## config.mk

```make
export PLATFORM = sky130hd
export DESIGN_NAME = writeback_arbiter_flat
export DESIGN_NICKNAME = d
export VERILOG_FILES = /design/src/rtl/writeback_arbiter_if.sv /design/src/rtl/writeback_arbiter.sv /design/src/flat_wrapper.sv
export SDC_FILE = /design/constraint.sdc
export NUM_CORES = 1
export LEC_CHECK = 0
export CORE_UTILIZATION = 46
export DETAILED_ROUTE_END_ITERATION = 12
export GPL_ROUTABILITY_DRIVEN = 0
export HOLD_SLACK_MARGIN = 0.06
export PLACE_DENSITY = 0.76
export SYNTH_ARGS = -nofsm -noshare
export SYNTH_HDL_FRONTEND = slang
export SYNTH_SLANG_ARGS = --single-unit
export TNS_END_PERCENT = 1
```

## constraint.sdc

```tcl
create_clock -name i_Clock -period 4.03 [get_ports i_Clock]
set_clock_uncertainty 0.05 [all_clocks]
set_input_delay 0.806 -clock i_Clock [delete_from_list [all_inputs] [get_ports i_Clock]]
set_output_delay 0.806 -clock i_Clock [all_outputs]
set_load 0.01 [all_outputs]
```

## src/rtl/writeback_arbiter_if.sv

```systemverilog
// Write-back bus between the two result producers, the arbiter and the register file port.
// The arbiter owns the slave view; the producer/consumer side owns the master view.
interface writeback_arbiter_if #(
  parameter int unsigned DEPTH = 2
) ();
  localparam int unsigned CntW = $clog2(DEPTH) + 1;

  // Fixed-latency ALU result
  logic            i_AluValid;
  logic [4:0]      i_AluRD;
  logic [31:0]     i_AluData;
  logic            o_Stall;

  // Variable-latency long unit result (valid/ready)
  logic            i_LongValid;
  logic            o_LongReady;
  logic [4:0]      i_LongRD;
  logic [31:0]     i_LongData;

  // Register file write port and hazard information
  logic [4:0]      o_RD;
  logic            o_WriteEnable;
  logic [31:0]     o_D;
  logic [31:0]     o_BusyMask;
  logic [CntW-1:0] o_Count;

  modport slave (
    input  i_AluValid, i_AluRD, i_AluData,
    input  i_LongValid, i_LongRD, i_LongData,
    output o_Stall, o_LongReady,
    output o_RD, o_WriteEnable, o_D, o_BusyMask, o_Count
  );

  modport master (
    output i_AluValid, i_AluRD, i_AluData,
    output i_LongValid, i_LongRD, i_LongData,
    input  o_Stall, o_LongReady,
    input  o_RD, o_WriteEnable, o_D, o_BusyMask, o_Count
  );
endinterface

```

## src/rtl/writeback_arbiter.sv

```systemverilog
// Merges ALU and long-unit results onto the single register file write port.
// Long results queue in a small FIFO; a head that waits STARVE_LIMIT cycles stalls the ALU
// for one cycle to force itself out. DEPTH must be a power of two and at least 2.
module writeback_arbiter #(
  parameter int unsigned DEPTH        = 2,
  parameter int unsigned STARVE_LIMIT = 4
) (
  input logic               i_Clock,
  input logic               i_Reset,
  writeback_arbiter_if.slave io_Wb
);
  localparam int unsigned PtrW = $clog2(DEPTH);
  localparam int unsigned CntW = PtrW + 1;
  localparam int unsigned AgeW = $clog2(STARVE_LIMIT + 1);

  localparam logic [CntW-1:0] DepthC = CntW'(DEPTH);
  localparam logic [AgeW-1:0] LimitC = AgeW'(STARVE_LIMIT);

  // FIFO storage and control
  logic [4:0]      r_rd_mem   [DEPTH];
  logic [31:0]     r_data_mem [DEPTH];
  logic [PtrW-1:0] r_wptr;
  logic [PtrW-1:0] r_rptr;
  logic [CntW-1:0] r_count;
  logic [AgeW-1:0] r_age;

  // Registered write port
  logic [4:0]      r_rd;
  logic            r_we;
  logic [31:0]     r_d;

  logic            w_empty;
  logic            w_stall;
  logic            w_ready;
  logic            w_push;
  logic            w_alu_take;
  logic            w_pop;
  logic [4:0]      w_head_rd;
  logic [31:0]     w_head_data;
  logic [4:0]      w_rd_next;
  logic            w_we_next;
  logic [31:0]     w_d_next;
  logic [31:0]     w_busy_mask;

  assign w_empty     = (r_count == '0);
  assign w_stall     = (r_age == LimitC);
  // Ready depends only on occupancy: a pop in the same cycle does not open a full FIFO.
  assign w_ready     = ~i_Reset & (r_count < DepthC);
  assign w_push      = io_Wb.i_LongValid & w_ready;
  // rd=0 ALU results never claim the port, leaving it free for the FIFO.
  assign w_alu_take  = ~w_stall & io_Wb.i_AluValid & (io_Wb.i_AluRD != 5'd0);
  assign w_pop       = ~w_empty & (w_stall | ~w_alu_take);
  assign w_head_rd   = r_rd_mem[r_rptr];
  assign w_head_data = r_data_mem[r_rptr];

  // Choose what the write port carries next cycle: forced/idle FIFO pop, else ALU, else nothing.
  always_comb begin
    w_rd_next = 5'd0;
    w_we_next = 1'b0;
    w_d_next  = 32'd0;
    if (w_pop) begin
      w_rd_next = w_head_rd;
      w_we_next = (w_head_rd != 5'd0);
      w_d_next  = w_head_data;
    end else if (w_alu_take) begin
      w_rd_next = io_Wb.i_AluRD;
      w_we_next = 1'b1;
      w_d_next  = io_Wb.i_AluData;
    end
  end

  // Collect destinations of every occupied FIFO slot, walking from the head.
  always_comb begin
    w_busy_mask = 32'd0;
    for (int unsigned i = 0; i < DEPTH; i++) begin
      logic [PtrW-1:0] idx;
      idx = r_rptr + PtrW'(i);
      if ((CntW'(i) < r_count) && (r_rd_mem[idx] != 5'd0)) begin
        w_busy_mask[r_rd_mem[idx]] = 1'b1;
      end
    end
  end

  // FIFO payload storage; contents are only meaningful inside the occupied window.
  always_ff @(posedge i_Clock) begin
    if (w_push) begin
      r_rd_mem[r_wptr]   <= io_Wb.i_LongRD;
      r_data_mem[r_wptr] <= io_Wb.i_LongData;
    end
  end

  // FIFO pointers, occupancy, starvation age and the registered write port.
  always_ff @(posedge i_Clock) begin
    if (i_Reset) begin
      r_wptr  <= '0;
      r_rptr  <= '0;
      r_count <= '0;
      r_age   <= '0;
      r_rd    <= 5'd0;
      r_we    <= 1'b0;
      r_d     <= 32'd0;
    end else begin
      if (w_push) begin
        r_wptr <= r_wptr + 1'b1;
      end
      if (w_pop) begin
        r_rptr <= r_rptr + 1'b1;
      end
      case ({w_push, w_pop})
        2'b10:   r_count <= r_count + 1'b1;
        2'b01:   r_count <= r_count - 1'b1;
        default: r_count <= r_count;
      endcase
      // Age measures how long the current head has been passed over.
      if (w_pop || w_empty) begin
        r_age <= '0;
      end else if (r_age != LimitC) begin
        r_age <= r_age + 1'b1;
      end
      r_rd <= w_rd_next;
      r_we <= w_we_next;
      r_d  <= w_d_next;
    end
  end

  assign io_Wb.o_Stall       = w_stall;
  assign io_Wb.o_LongReady   = w_ready;
  assign io_Wb.o_RD          = r_rd;
  assign io_Wb.o_WriteEnable = r_we;
  assign io_Wb.o_D           = r_d;
  assign io_Wb.o_BusyMask    = w_busy_mask;
  assign io_Wb.o_Count       = r_count;
endmodule
```

## src/flat_wrapper.sv

```systemverilog
// flat-port wrapper written by rule: the top's interface ports become plain ports
module writeback_arbiter_flat 
#(
  parameter int unsigned DEPTH        = 2,
  parameter int unsigned STARVE_LIMIT = 4
)
  (i_Clock, i_Reset, io_Wb_i_AluValid, io_Wb_i_AluRD, io_Wb_i_AluData, io_Wb_i_LongValid, io_Wb_i_LongRD, io_Wb_i_LongData, io_Wb_o_Stall, io_Wb_o_LongReady, io_Wb_o_RD, io_Wb_o_WriteEnable, io_Wb_o_D, io_Wb_o_BusyMask, io_Wb_o_Count);
  writeback_arbiter_if #(.DEPTH(DEPTH)) io_Wb_i ();
  input logic i_Clock;
  input logic i_Reset;
  input wire logic [$bits(io_Wb_i.i_AluValid)-1:0] io_Wb_i_AluValid;
  input wire logic [$bits(io_Wb_i.i_AluRD)-1:0] io_Wb_i_AluRD;
  input wire logic [$bits(io_Wb_i.i_AluData)-1:0] io_Wb_i_AluData;
  input wire logic [$bits(io_Wb_i.i_LongValid)-1:0] io_Wb_i_LongValid;
  input wire logic [$bits(io_Wb_i.i_LongRD)-1:0] io_Wb_i_LongRD;
  input wire logic [$bits(io_Wb_i.i_LongData)-1:0] io_Wb_i_LongData;
  output wire logic [$bits(io_Wb_i.o_Stall)-1:0] io_Wb_o_Stall;
  output wire logic [$bits(io_Wb_i.o_LongReady)-1:0] io_Wb_o_LongReady;
  output wire logic [$bits(io_Wb_i.o_RD)-1:0] io_Wb_o_RD;
  output wire logic [$bits(io_Wb_i.o_WriteEnable)-1:0] io_Wb_o_WriteEnable;
  output wire logic [$bits(io_Wb_i.o_D)-1:0] io_Wb_o_D;
  output wire logic [$bits(io_Wb_i.o_BusyMask)-1:0] io_Wb_o_BusyMask;
  output wire logic [$bits(io_Wb_i.o_Count)-1:0] io_Wb_o_Count;
  assign io_Wb_i.i_AluValid = io_Wb_i_AluValid;
  assign io_Wb_i.i_AluRD = io_Wb_i_AluRD;
  assign io_Wb_i.i_AluData = io_Wb_i_AluData;
  assign io_Wb_i.i_LongValid = io_Wb_i_LongValid;
  assign io_Wb_i.i_LongRD = io_Wb_i_LongRD;
  assign io_Wb_i.i_LongData = io_Wb_i_LongData;
  assign io_Wb_o_Stall = io_Wb_i.o_Stall;
  assign io_Wb_o_LongReady = io_Wb_i.o_LongReady;
  assign io_Wb_o_RD = io_Wb_i.o_RD;
  assign io_Wb_o_WriteEnable = io_Wb_i.o_WriteEnable;
  assign io_Wb_o_D = io_Wb_i.o_D;
  assign io_Wb_o_BusyMask = io_Wb_i.o_BusyMask;
  assign io_Wb_o_Count = io_Wb_i.o_Count;
  writeback_arbiter #(.DEPTH(DEPTH), .STARVE_LIMIT(STARVE_LIMIT)) u_core (.i_Clock(i_Clock), .i_Reset(i_Reset), .io_Wb(io_Wb_i));
endmodule
```

Word level (Yosys, flattened, before mapping)
Memory sizes are Yosys's and may differ from the RTL's. A register that Yosys moved wholly into a read port is not among the register bits.
Cells that the tools add are included.
Storage, ports and cells
  flip-flop bits (word level): 45
  bits in latches: 0
  memory bits (writable): 74
  ROM bits: 0
  input port bits: 78
  output and inout bits: 74
  word-level logic and storage cells: 66
  memories kept: 2
Memories
  u_core.r_data_mem: depth 2, width 32, read ports 1, clocked after memory_dff 1, write ports 1, RTL line writeback_arbiter.sv:21  | logic [31:0] r_data_mem [DEPTH];
  u_core.r_rd_mem: depth 2, width 5, read ports 2, clocked after memory_dff 1, write ports 1, RTL line writeback_arbiter.sv:20  | logic [4:0] r_rd_mem [DEPTH];
Cells by class
  add/subtract/negate cells: 5
  $mul: 0
  divide/modulo/power cells: 0
  order comparisons: 7
  eq/ne operators: 4
  shifts and indexed selects: 0
  mux-type cells: 19
  bitwise gates (word level): 11
  reduce and logical (&&, ||, !) cells: 11
Operator list (count)
  $mux 32: 4
  $or 32x32->32: 1
  $reduce_bool 5->1: 3
  $lt 5x6->1 const B: 2
  $demux 1 s5: 2
  $ge 5x1->1 const B: 2
  $mux 1: 10
  $mux 5: 2
  $and 1x1->1: 5
  $logic_and 1x1->1: 4
  $lt 1x2->1 const A: 2
  $not 1->1: 4
  $pmux 2 s2: 1
  $add 3x1->3 const B: 1
  $eq 3x3->1 const B: 1
  $ne 3x3->1 const B: 1
  $add 1x1->1 const B: 2
  $add 2x1->2 const B: 1
  $eq 2x1->1 const B: 1
  $eq 2x2->1 const B: 1
  $logic_not 2->1: 1
  $lt 2x2->1 const B: 1
  $reduce_bool 2->1: 1
  $reduce_or 2->1: 1
  other kinds (3): 3

Longest topological paths before layout
  depth after elaboration: 9
  gate-level depth with buffers: 9
  depth with buffers taken out: 8

Worst setup path after synthesis
Ideal clock, no wire load.
  path kind: input to register
  from: input i_Reset
  to: memory u_core.r_data_mem[0][0], enable pin
  library setup time: 0.431 ns
  arrival time: 2.867 ns
  data required time: 3.549 ns
  slack: 0.682 ns
  stages on the path: 2
  buffers on the path: 0
  cells stage by stage: or3b_2 -> nor2_1
On the way
  longest elaborated chain between the ends: 5
Ends and longest elaborated chain
  start, declared: RTL line flat_wrapper.sv:10  | input logic i_Reset;
  $not 1->1: RTL line writeback_arbiter.sv:48  | assign w_ready = ~i_Reset & (r_count < DepthC);
  $and 1x1->1: RTL line writeback_arbiter.sv:48
  $and 1x1->1: RTL line writeback_arbiter.sv:49  | assign w_push = io_Wb.i_LongValid & w_ready;
  $mux 1: RTL line writeback_arbiter.sv:86  | if (w_push) begin
  $mux 1 (not written as such): RTL line writeback_arbiter.sv:88  | r_data_mem[r_wptr] <= io_Wb.i_LongData;
  end, declared: RTL line writeback_arbiter.sv:21
No other way between the ends.

==> impl_metrics.csv <==
group,metric,value,unit
outcome,status,"finished, final reports clean",
logic_synthesis,syn_area,0.00487,mm^2
grt,grt_overflow,0,
hold_path,min_path_type,"flip-flop to flip-flop",
pwr,leakagePower,2.37,nW
logic_synthesis,synth_top_family_by_area,"compound AO/OA/AOI/OAI gates",
routing,viasPerCell,5.59,
logic_synthesis,synth-seq-area-share,64.6,%
setup_path,worst_r2r_endpoint,"u_core.r_age[0]$_SDFFE_PP0N_",
clock_network,cts_resized,0,
routing,wl_met3,853,um
setup_path,cp-start-kind,"flip-flop",
clock_network,clkTransAtPathRegs,60,ps
clock_network,clk_latency,510,ps
die,die_x,105,um
sta,setup_viol,0,
routing,wl_met1,4430,um
placed_design,dp_hpwl,7730,um
final_layout,drive_gt1_share,9.51,%
die,die_height,105,um
setup_path,r2r_start,"u_core.r_age[0]$_SDFFE_PP0N_",
logic_synthesis,synth_edf_count,74,
logic_synthesis,syn_inst,347,
final_layout,antenna_cells,0,
routing,ant_nets,0,
grt,grt_pass1_vias,3609,
sta,finalSetupTns,0,ps
setup_path,reg2reg_depth,6,
final_layout,nets,585,
clock_network,hold_buffers,0,
sta,finalHoldViolCount,0,
pwr,cellPowerDensity,556,mW/mm^2
logic_synthesis,synth_fa_ha_area_share,1.29,%
setup_path,critPathArrivalTime,2890,ps
routing,vias,3636,
logic_synthesis,synth.distinct_cells,44,
logic_synthesis,yosysWarningCount,0,
clock_network,ctsRootBufferMaster,"clkbuf_8",
routing,dr_wl_met2,5840,um
clock_network,postCtsSetupBuffers,0,
routing,drt_first_pass_iters,6,
clock_network,clk_path_buf_depth,2,
sta,hold_slack,462,ps
clock_network,cts_tree,"built",
logic_synthesis,async_reset_ff_share,0,%
placed_design,place_area,0.00650,mm^2
die,pin_count,152,
sta,finalCritPeriodShare,92.9,%
logic_synthesis,synthMuxAreaShare,9.33,%
setup_path,worstPathMaxFanout,19,
routing,drc,0,
die,num_rows,37,
logic_synthesis,syn-mean-instance-area,14.0,um^2
sta,fin_crit,3740,ps
final_layout,fin_area,0.00707,mm^2
sta,slew_viol_final,0,
logic_synthesis,ys_seq_elements,120,
setup_path,worstSetupEndpoint,"io_Wb_o_BusyMask[22]",
grt,grt_pass1_wl,17500,um
sta,max_freq,267,MHz
logic_synthesis,synthesis.nets,430,
placed_design,portBuffers,150,
clock_network,numCtsBuffers,17,
sta,grt_setup_unrepaired,"false",
setup_path,reg2reg_slack,1740,ps
setup_path,cp-end-kind,"primary output",
clock_network,clock-sinks,120,
die,coreArea,0.0103,mm^2
sta,slew_headroom,37.5,%
routing,avgRoutedWirePerCell,17.4,um
grt,grt_usage,20.9,%
logic_synthesis,yosys.area_share.simple,7.38,%
grt,grt_max_degree,38,
routing,top_layer_used,"met4",
grt,antenna_found_initial,0,
final_layout,layout.cells.most_common,"clkdlybuf4s50_1",
final_layout,final_cell_mix,"clkdlybuf4s50_1, edfxtp_1, dfxtp_1, mux2i_1, o2bb2ai_1",
logic_synthesis,synth_xor_area_share,0.720,%
run,maxCapViolCount,0,
die,die_area,0.0110,mm^2
final_layout,area_delta_synth_final,45.2,%
setup_path,required,3170,ps
sta,tightest_slew,937,ps
logic_synthesis,synth_flop_cell,"edfxtp_1",
clock_network,htreeDepth,4,
die,start_util,47.4,%
routing,drt_iter0_drc,189,
logic_synthesis,synth_compound_area_share,14.2,%
routing,drt-total-wl,11300,um
setup_path,critPathKind,"flip-flop to primary output",
pwr,irDropWorstVdd,360,uV
## layer usage
metal  vias up  global-route usage, %
li1       1696                      -
met1      1743                   23.3
met2       174                   36.6
met3        23                   7.36
met4         0                   8.05
met5         -                      0
## worst min-delay path by stage
| stage | start | end | slack [ps] | cells after the start |
|---|---|---|---|---|
| after floorplan | u_core.r_data_mem[0][0]$_DFFE_PP_ | u_core.io_Wb.o_D[0]$_SDFF_PP0_ | 430 | 2 |
| after global placement | u_core.r_data_mem[0][20]$_DFFE_PP_ | u_core.io_Wb.o_D[20]$_SDFF_PP0_ | 450 | 2 |
| after detailed placement | u_core.r_data_mem[0][20]$_DFFE_PP_ | u_core.io_Wb.o_D[20]$_SDFF_PP0_ | 450 | 2 |
| after CTS | u_core.r_data_mem[0][20]$_DFFE_PP_ | u_core.io_Wb.o_D[20]$_SDFF_PP0_ | 470 | 2 |
| after global routing | u_core.r_data_mem[0][10]$_DFFE_PP_ | u_core.io_Wb.o_D[10]$_SDFF_PP0_ | 500 | 2 |
| final | u_core.r_data_mem[0][20]$_DFFE_PP_ | u_core.io_Wb.o_D[20]$_SDFF_PP0_ | 460 | 2 |
## state kept, by name, indices dropped and copies added, names as in the netlist, named ones only
register,cells
u_core.r_age,3
u_core.io_Wb.o_RD,5
u_core.io_Wb.o_D,32
u_core.r_data_mem,64
u_core.io_Wb.o_WriteEnable,1
u_core.r_rd_mem,10
u_core.io_Wb.o_Count,2
u_core.r_wptr,1
u_core.r_rptr,1
## power breakdown
group          internal [mW]  switching [mW]  total, mW
Sequential              1.46           0.101       1.56
Clock                  0.884           0.542       1.43
Combinational          0.467           0.477      0.944
## per-stage QoR
stage	util (%)	worst slack (ps)	power, mW	instances
3_5_place_dp	63.2	785	2.52	619
6_report	68.8	287	3.93	651
4_1_cts	68.8	226	3.96	651
3_3_place_gp	63.2	912	2.50	619
5_1_grt	68.8	140	4.09	651
2_1_floorplan	-	682	2.13	347
## Yosys cell counts (3+ instances only)
library cell / number / area [um^2]
clkbuf_1: 8 / 30.0
nor3b_1: 10 / 75.1
edfxtp_1: 74 / 2220
nor2_1: 8 / 30.0
and3_1: 3 / 18.8
mux2i_1: 38 / 380
o21ai_1: 9 / 45.0
inv_1: 5 / 18.8
o2bb2ai_1: 35 / 307
mux2_2: 4 / 45.0
nor3_1: 4 / 20.0
o21ai_0: 6 / 30.0
o221ai_1: 3 / 26.3
nand3b_1: 5 / 37.5
ha_1: 5 / 62.6
buf_2: 8 / 40.0
dfxtp_1: 46 / 921
xor2_1: 3 / 26.3
nand3_1: 4 / 20.0
and3b_1: 6 / 52.6
o41ai_1: 3 / 26.3
o22ai_1: 28 / 175
or3_1: 5 / 31.3
## final cells by class
class | count | area [um^2]
Timing Repair Buffer | 155 | 1540
Clock buffer | 19 | 422
Sequential cell | 120 | 3140
Fill cell | 716 | 3210
Clock inverter | 13 | 148
Multi-Input combinational cell | 203 | 1630
Inverter | 5 | 18.8
Tap cell | 136 | 170
## worst max-delay path: stages, from the launching register on
cell	delay, ps
dfxtp_2	660
mux2i_1	360
or3b_1	520
o22ai_1	250
clkdlybuf4s50_1	580
## kinds of logic after synthesis
group | Yosys count
flops | 120
compound gates | 94
simple gates | 55
mux | 44
buf+inv | 24
fa+ha+maj | 5
xor+xnor | 4
other cells | 1
Power figures use the tool's default switching activity.
